`src/rtl/b11_seq_pkg.sv`:
```
// b11_seq_pkg: shared types and MISR step for the b11 stimulus sequencer
package b11_seq_pkg;
  typedef struct packed {
    logic       obs;
    logic       stbi;
    logic [5:0] x_in;
  } opcode_t;
  typedef enum logic [1:0] {IDLE, FETCH, RUN, HOLD} state_t;
  localparam logic [15:0] MISR_POLY = 16'h100B;
  function automatic logic [15:0] misr_next(input logic [15:0] s, input logic [5:0] d);
    return {s[14:0], 1'b0} ^ (s[15] ? MISR_POLY : 16'h0000) ^ {10'h000, d};
  endfunction
endpackage

```
`src/rtl/b11_seq_ram.sv`:
```
// b11_seq_ram: DEPTH x 8 opcode memory, one write port, registered read port
//   clk_i, we_i/waddr_i/wdata_i write; re_i/raddr_i read, rdata_o valid the cycle after re_i
module b11_seq_ram
  import b11_seq_pkg::*;
#(
  parameter int DEPTH = 151,
  parameter int AW    = 8
) (
  input  logic          clk_i,
  input  logic          we_i,
  input  logic [AW-1:0] waddr_i,
  input  opcode_t       wdata_i,
  input  logic          re_i,
  input  logic [AW-1:0] raddr_i,
  output opcode_t       rdata_o
);
  opcode_t mem [DEPTH];
  always_ff @(posedge clk_i) begin
    if (we_i) mem[waddr_i] <= wdata_i;
    // write-first: a load and a read of the same address in one cycle return the new opcode
    if (re_i) rdata_o <= (we_i && waddr_i == raddr_i) ? wdata_i : mem[raddr_i];
  end
endmodule

```
`src/rtl/b11_stim_sequencer.sv`:
```
// b11_stim_sequencer: steps a loaded opcode program onto b11 {obs,stbi,x_in}
//   clock_i/reset_i (async, active-high); ld_* program load, ld_err_o rejected load/start;
//   start_i/len_i/loop_i/pause_i/abort_i run control; busy_o, done_o, pc_o status;
//   obs_o/stbi_o/x_in_o to b11, x_out_i from b11, sig_o x_out MISR
//   Define B11_SEQ_SIG_EN to build the MISR; otherwise sig_o is 0.
module b11_stim_sequencer
  import b11_seq_pkg::*;
#(
  parameter int DEPTH = 151,
  parameter int AW    = 8
) (
  input  logic          clock_i,
  input  logic          reset_i,
  input  logic          ld_we_i,
  input  logic [AW-1:0] ld_addr_i,
  input  logic [7:0]    ld_data_i,
  output logic          ld_err_o,
  input  logic          start_i,
  input  logic [AW:0]   len_i,
  input  logic          loop_i,
  input  logic          pause_i,
  input  logic          abort_i,
  output logic          busy_o,
  output logic          done_o,
  output logic [AW-1:0] pc_o,
  output logic          obs_o,
  output logic          stbi_o,
  output logic [5:0]    x_in_o,
  input  logic [5:0]    x_out_i,
  output logic [15:0]   sig_o
);
  localparam logic [AW:0] DEPTH_W = (AW+1)'(DEPTH);
  state_t        state_q;
  opcode_t       op_q, rdata;
  logic [AW-1:0] pc_q, nxt_q, last_q, nxt_inc, raddr;
  logic          loop_q, done_q, err_q, busy, len_ok, start_ok, ld_bad, we, re;
  assign busy     = state_q != IDLE;
  assign len_ok   = len_i != '0 && len_i <= DEPTH_W;
  assign start_ok = state_q == IDLE && start_i && !abort_i && len_ok;
  assign ld_bad   = ld_we_i && (busy || {1'b0, ld_addr_i} >= DEPTH_W);
  assign we       = ld_we_i && !ld_bad;
  // nxt_q is the address whose opcode sits in the RAM read register, one ahead of pc
  assign nxt_inc  = nxt_q == last_q ? '0 : nxt_q + 1'b1;
  assign re       = !((state_q == RUN || state_q == HOLD) && pause_i);
  assign raddr    = state_q == IDLE ? '0 : nxt_inc;
  b11_seq_ram #(.DEPTH(DEPTH), .AW(AW)) u_ram (
    .clk_i   (clock_i),
    .we_i    (we),
    .waddr_i (ld_addr_i),
    .wdata_i (opcode_t'(ld_data_i)),
    .re_i    (re),
    .raddr_i (raddr),
    .rdata_o (rdata)
  );
  always_ff @(posedge clock_i or posedge reset_i) begin
    if (reset_i) begin
      state_q <= IDLE;
      op_q    <= '0;
      pc_q    <= '0;
      nxt_q   <= '0;
      last_q  <= '0;
      loop_q  <= 1'b0;
      done_q  <= 1'b0;
      err_q   <= 1'b0;
    end else begin
      err_q  <= ld_bad || (state_q == IDLE && start_i && !abort_i && !len_ok);
      done_q <= 1'b0;
      if (abort_i) begin
        state_q <= IDLE;
        op_q    <= '0;
        pc_q    <= '0;
        nxt_q   <= '0;
      end else begin
        case (state_q)
          IDLE: begin
            nxt_q <= '0;
            if (start_ok) begin
              state_q <= FETCH;
              last_q  <= AW'(len_i - 1'b1);
              loop_q  <= loop_i;
            end
          end
          FETCH: begin
            state_q <= RUN;
            op_q    <= rdata;
            pc_q    <= '0;
            nxt_q   <= nxt_inc;
            done_q  <= !loop_q && last_q == '0;
          end
          default: begin
            if (pause_i) state_q <= HOLD;
            else if (pc_q == last_q && !loop_q) begin
              state_q <= IDLE;
              op_q    <= '0;
              pc_q    <= '0;
              nxt_q   <= '0;
            end else begin
              state_q <= RUN;
              op_q    <= rdata;
              pc_q    <= nxt_q;
              nxt_q   <= nxt_inc;
              // done rides along with the last opcode of a one-shot run
              done_q  <= !loop_q && nxt_q == last_q;
            end
          end
        endcase
      end
    end
  end
`ifdef B11_SEQ_SIG_EN
  logic [15:0] sig_q;
  always_ff @(posedge clock_i or posedge reset_i) begin
    if (reset_i) sig_q <= '0;
    else if (start_ok) sig_q <= '0;
    else if (state_q == RUN) sig_q <= misr_next(sig_q, x_out_i);
  end
  assign sig_o = sig_q;
`else
  logic unused_x_out;
  assign unused_x_out = ^x_out_i;
  assign sig_o        = '0;
`endif
  assign ld_err_o = err_q;
  assign busy_o   = busy;
  assign done_o   = done_q;
  assign pc_o     = pc_q;
  assign obs_o    = op_q.obs;
  assign stbi_o   = op_q.stbi;
  assign x_in_o   = op_q.x_in;
endmodule
```
`config.mk`:
```
export PLATFORM = sky130hd
export DESIGN_NAME = b11_stim_sequencer
export DESIGN_NICKNAME = d
export VERILOG_FILES = /design/src/rtl/b11_seq_pkg.sv /design/src/rtl/b11_seq_ram.sv /design/src/rtl/b11_stim_sequencer.sv
export SDC_FILE = /design/constraint.sdc
export NUM_CORES = 2
export LEC_CHECK = 0
export CAP_MARGIN = 30
export CORE_UTILIZATION = 40
export CTS_BUF_LIST = sky130_fd_sc_hd__clkbuf_4 sky130_fd_sc_hd__clkbuf_8
export CTS_CLUSTER_SIZE = 25
export DETAILED_ROUTE_END_ITERATION = 6
export MAX_ROUTING_LAYER = met4
export PLACE_DENSITY = 0.63
export SLEW_MARGIN = 20
export SYNTH_ARGS = -nofsm -noshare
export SYNTH_HDL_FRONTEND = slang
export SYNTH_HIERARCHICAL = 1
export SYNTH_SLANG_ARGS = --single-unit
export TNS_END_PERCENT = 1
```
`constraint.sdc`:
```
create_clock -name clock_i -period 6.3 [get_ports clock_i]
set_input_delay 1.26 -clock clock_i [delete_from_list [all_inputs] [get_ports clock_i]]
set_output_delay 1.26 -clock clock_i [all_outputs]
set_load 0.01 [all_outputs]
```
==> flow_summary.toml <==
[floorplanning]
coreArea_um2 = 124000
die-area_um2 = 126000
floorplan.initialDensity_pct = 40.3
floorplan.rows = 129
floorplan.die.width_um = 355
io_pins = 73
chipHeight_um = 355

[pwr]
p_int_mw = 13.2
power.sequential.fraction_pct = 54.5
p_switching_mw = 3.66
power.clock.fraction_pct = 40.4
total_leakage_power_nw = 18.0
power.switching_fraction_pct = 21.7
finalPower_mw = 16.9
power.density_nw_per_um2 = 295
share_comb_of_total_power_pct = 5.1
peakVddDrop_mv = 0.165

[drt]
vias = 26400
drt_first_iter_violations = 2862
detail_route.wl_per_cell_um = 26.1
post-route-drc-count = 0
first_pass_iters = 5
detail_route.wirelength_mm = 123
antenna_left = 0
avgViaCountPerCell = 5.60

[setup_path]
worst-r2r-cell-count = 11
cp_data_required_time_ns = 6.87
end_kind = "flip-flop"
worstReg2RegStart = "state_q[1]$_DFFE_PP0P_"
setup.worst_path.class = "reg2reg"
arrival_ns = 5.42
rrSetupSlack_ns = 1.45
setup.worst_path.start_class = "flip-flop"
endpoint_of_the_worst_register_to_register_path = "u_ram/rdata_o[3]$_DFFE_PP_"
cp_max_fo = 12

[clock_tree]
cts_max_path_buffers = 3
worst_setup_hold_path_clk_slew_ns = 0.06
clock_sinks = 1253
cts_max_level = 4
cts-buffers-inserted = 196
worstSkewPairLatency_ns = 0.88
cts_setup_buffers = 0
cts_hold_buf = 0
cts_tree = "done"
cts_resized = 0
clock-root-buffer = "sky130_fd_sc_hd__clkbuf_8"

[timing]
setup_total_negative_slack_ns = 0
fin_hold_ws_ns = 0.469
fin_worst_skew_ns = 0.0394
worst_margin_slew_ns = 1.02
final-max-slew-violation-count = 0
worst_slew_margin_rel_pct = 32.0
layout_worst_path_cycle_share_pct = 77.0
grt_setup_unrepaired = "false"
timing.final.hold_violations = 0
fin_ws_ns = 1.45
final_period_minus_worst_setup_slack_ns = 4.85
clock.fmax_mhz = 206
setup_violations = 0

[layout]
layout-area-overhead-vs-synth_pct = 14.6
postLayoutCoreUtil_pct = 46.2
post_route_cells_drive_above_1_share_pct = 24.8
final.fill_count = 10400
layout.nets = 2958

[synth]
avgSynthCellArea_um2 = 19.2
synthTopCellsByCount = "sky130_fd_sc_hd__edfxtp_1, sky130_fd_sc_hd__mux4_2, sky130_fd_sc_hd__nor2_1, sky130_fd_sc_hd__mux2i_1, sky130_fd_sc_hd__nand2_1"
yosys_register_bits = 1253
yosys-top-cells-area = "sky130_fd_sc_hd__edfxtp_1, sky130_fd_sc_hd__mux4_2, sky130_fd_sc_hd__mux2i_1"
synth.most_common_cell = "sky130_fd_sc_hd__edfxtp_1"
synth-async-reset-ratio_pct = 2.95
synth_enable_flop_cells = 1216
synth_cell_type_count = 73
yosysSeqAreaShare_pct = 75.1
synthesis.instances = 2601
yosys_most_used_dff = "sky130_fd_sc_hd__edfxtp_1"
post-synth-top-area-fraction_pct = 73.2
syn-cell-area_um2 = 49900
ys_warn_count = 6
synth_top_cell_by_area = "sky130_fd_sc_hd__edfxtp_1"

[grt]
first_global_vias = 27200
grt_pass1_wl_mm = 182
antenna_found_initial = 3
grt_start_max_net_pins = 103
grt.overflow.total = 0
gr-usage-all-layers_pct = 20.2

[status]
run_status = "finished, final reports clean"

[worst_hold_path]
whs_endpoint = "x_in_o[1]$_DFFE_PP0P_"
hold_class = "reg2reg"
worstHoldStart = "u_ram/rdata_o[1]$_DFFE_PP_"
worst_hold_path.num_cells = 1

[placement]
io_buffers = 50
dp_worst_setup_slack_ns = 0.949
final_hpwl_from_detailed_placement_mm = 78.1
place_congestion = 0.927

[run]
max_cap_viols = 0
## worst max-delay path by stage
stage,startpoint,end,slack [ns],depth (start not counted)
final,state_q[1]$_DFFE_PP0P_,u_ram/rdata_o[3]$_DFFE_PP_,1.45,11
after global routing,state_q[1]$_DFFE_PP0P_,u_ram/rdata_o[2]$_DFFE_PP_,1.38,11
after CTS,state_q[1]$_DFFE_PP0P_,u_ram/rdata_o[1]$_DFFE_PP_,1.55,11
after detailed placement,ld_addr_i[2],u_ram/mem[17][7]$_DFFE_PP_,0.95,10
after global placement,ld_addr_i[2],u_ram/mem[18][0]$_DFFE_PP_,0.89,9
after floorplan,ld_addr_i[2],u_ram/mem[104][0]$_DFFE_PP_,2.82,8
## state kept, by name (all words and copies together), names as in the netlist
signal	count
stbi_o	1
x_in_o	6
pc_o	8
u_ram/rdata_o	8
done_o	1
nxt_q	8
last_q	8
loop_q	1
ld_err_o	1
state_q	2
obs_o	1
u_ram/mem	1208
## metrics by stage
stage / cells / area [um2]
after floorplan: 2616 / 49900
after global placement: 4344 / 53100
after detailed placement: 4350 / 53100
after CTS: 4701 / 57100
after global routing: 4709 / 57200
final: 4709 / 57200
## routing by layer
metal	vias to the layer above	part of all wire (%)	GRT usage (%)
met2	1157	48	31.1
met4	0	2.5	6.30
met1	13700	42	27.1
li1	11300	-	-
met5	-	0	-
met3	200	8.1	4.06
## area by class of cell
class                   count  area, um2  share of cell area (%)
clock inverters            90        706                    1.23
flip-flops and latches   1253      37400                    65.5
inverters                  18       67.6                   0.118
multi-input cells        1195      11500                    20.1
repair buffers            252       2170                    3.79
diodes                      3       7.51                  0.0131
clock buffers             261       3230                    5.65
well taps                1637       2050                    3.58
## power by group through the flow
stage / Sequential (mW) / Combinational [mW] / Clock, mW
final: 9.20 / 0.856 / 6.81
after detailed placement: 9.37 / 0.855 / 0
after CTS: 9.20 / 0.858 / 6.97
after floorplan: 9.37 / 0.538 / 0
after global placement: 9.37 / 0.829 / 0
after global routing: 9.20 / 0.911 / 7.32
## worst max-delay path, cell delays in order (launching register included)
cell and delay, ns:
sky130_fd_sc_hd__dfrtp_1 0.49, sky130_fd_sc_hd__or2_1 0.37, sky130_fd_sc_hd__o21ai_2 0.30, sky130_fd_sc_hd__nor2_4 0.67, sky130_fd_sc_hd__buf_16 0.24, sky130_fd_sc_hd__buf_4 0.27, sky130_fd_sc_hd__mux4_2 0.53, sky130_fd_sc_hd__a22o_1 0.20
sky130_fd_sc_hd__a31oi_1 0.41, sky130_fd_sc_hd__a21oi_1 0.25, sky130_fd_sc_hd__a221o_1 0.38, sky130_fd_sc_hd__o32a_1 0.43
## kinds of logic after synthesis
| logic type | synth area share [%] |
|---|---|
| buf+inv | 2.06 |
| mux | 13.9 |
| compound gates | 4.52 |
| xor+xnor | 0.544 |
| simple gates | 3.78 |
| other cells | 0.00752 |
| flops | 75.1 |
| fa+ha+maj | 0.100 |
## cells in the final DEF, fill, tap and decap left out, types with 13 or more instances in the layout
cell type	netlist	routed
sky130_fd_sc_hd__conb_1	1	16
sky130_fd_sc_hd__clkbuf_4	0	58
sky130_fd_sc_hd__a21oi_1	44	43
sky130_fd_sc_hd__inv_1	16	15
sky130_fd_sc_hd__clkbuf_8	0	203
sky130_fd_sc_hd__xor2_1	17	17
sky130_fd_sc_hd__nand3_1	14	14
sky130_fd_sc_hd__xnor2_1	14	14
sky130_fd_sc_hd__mux2i_1	168	168
sky130_fd_sc_hd__nand2b_1	16	16
sky130_fd_sc_hd__mux4_2	214	214
sky130_fd_sc_hd__clkinv_2	0	26
sky130_fd_sc_hd__o21ai_0	36	36
sky130_fd_sc_hd__nor3_1	33	33
sky130_fd_sc_hd__clkinv_1	2	44
sky130_fd_sc_hd__o22ai_1	41	41
sky130_fd_sc_hd__buf_4	38	193
sky130_fd_sc_hd__a22o_1	32	32
sky130_fd_sc_hd__dfrtp_1	37	37
sky130_fd_sc_hd__nor2_1	212	207
sky130_fd_sc_hd__edfxtp_1	1216	1216
sky130_fd_sc_hd__a211oi_1	20	20
sky130_fd_sc_hd__o31ai_1	17	17
sky130_fd_sc_hd__nor2b_1	14	13
sky130_fd_sc_hd__nand2_1	97	97
sky130_fd_sc_hd__o221ai_1	27	27
sky130_fd_sc_hd__a221oi_1	13	13
sky130_fd_sc_hd__a22oi_1	26	26
sky130_fd_sc_hd__clkdlybuf4s50_1	0	42
Note: power is estimated with default switching activity, not from simulation.
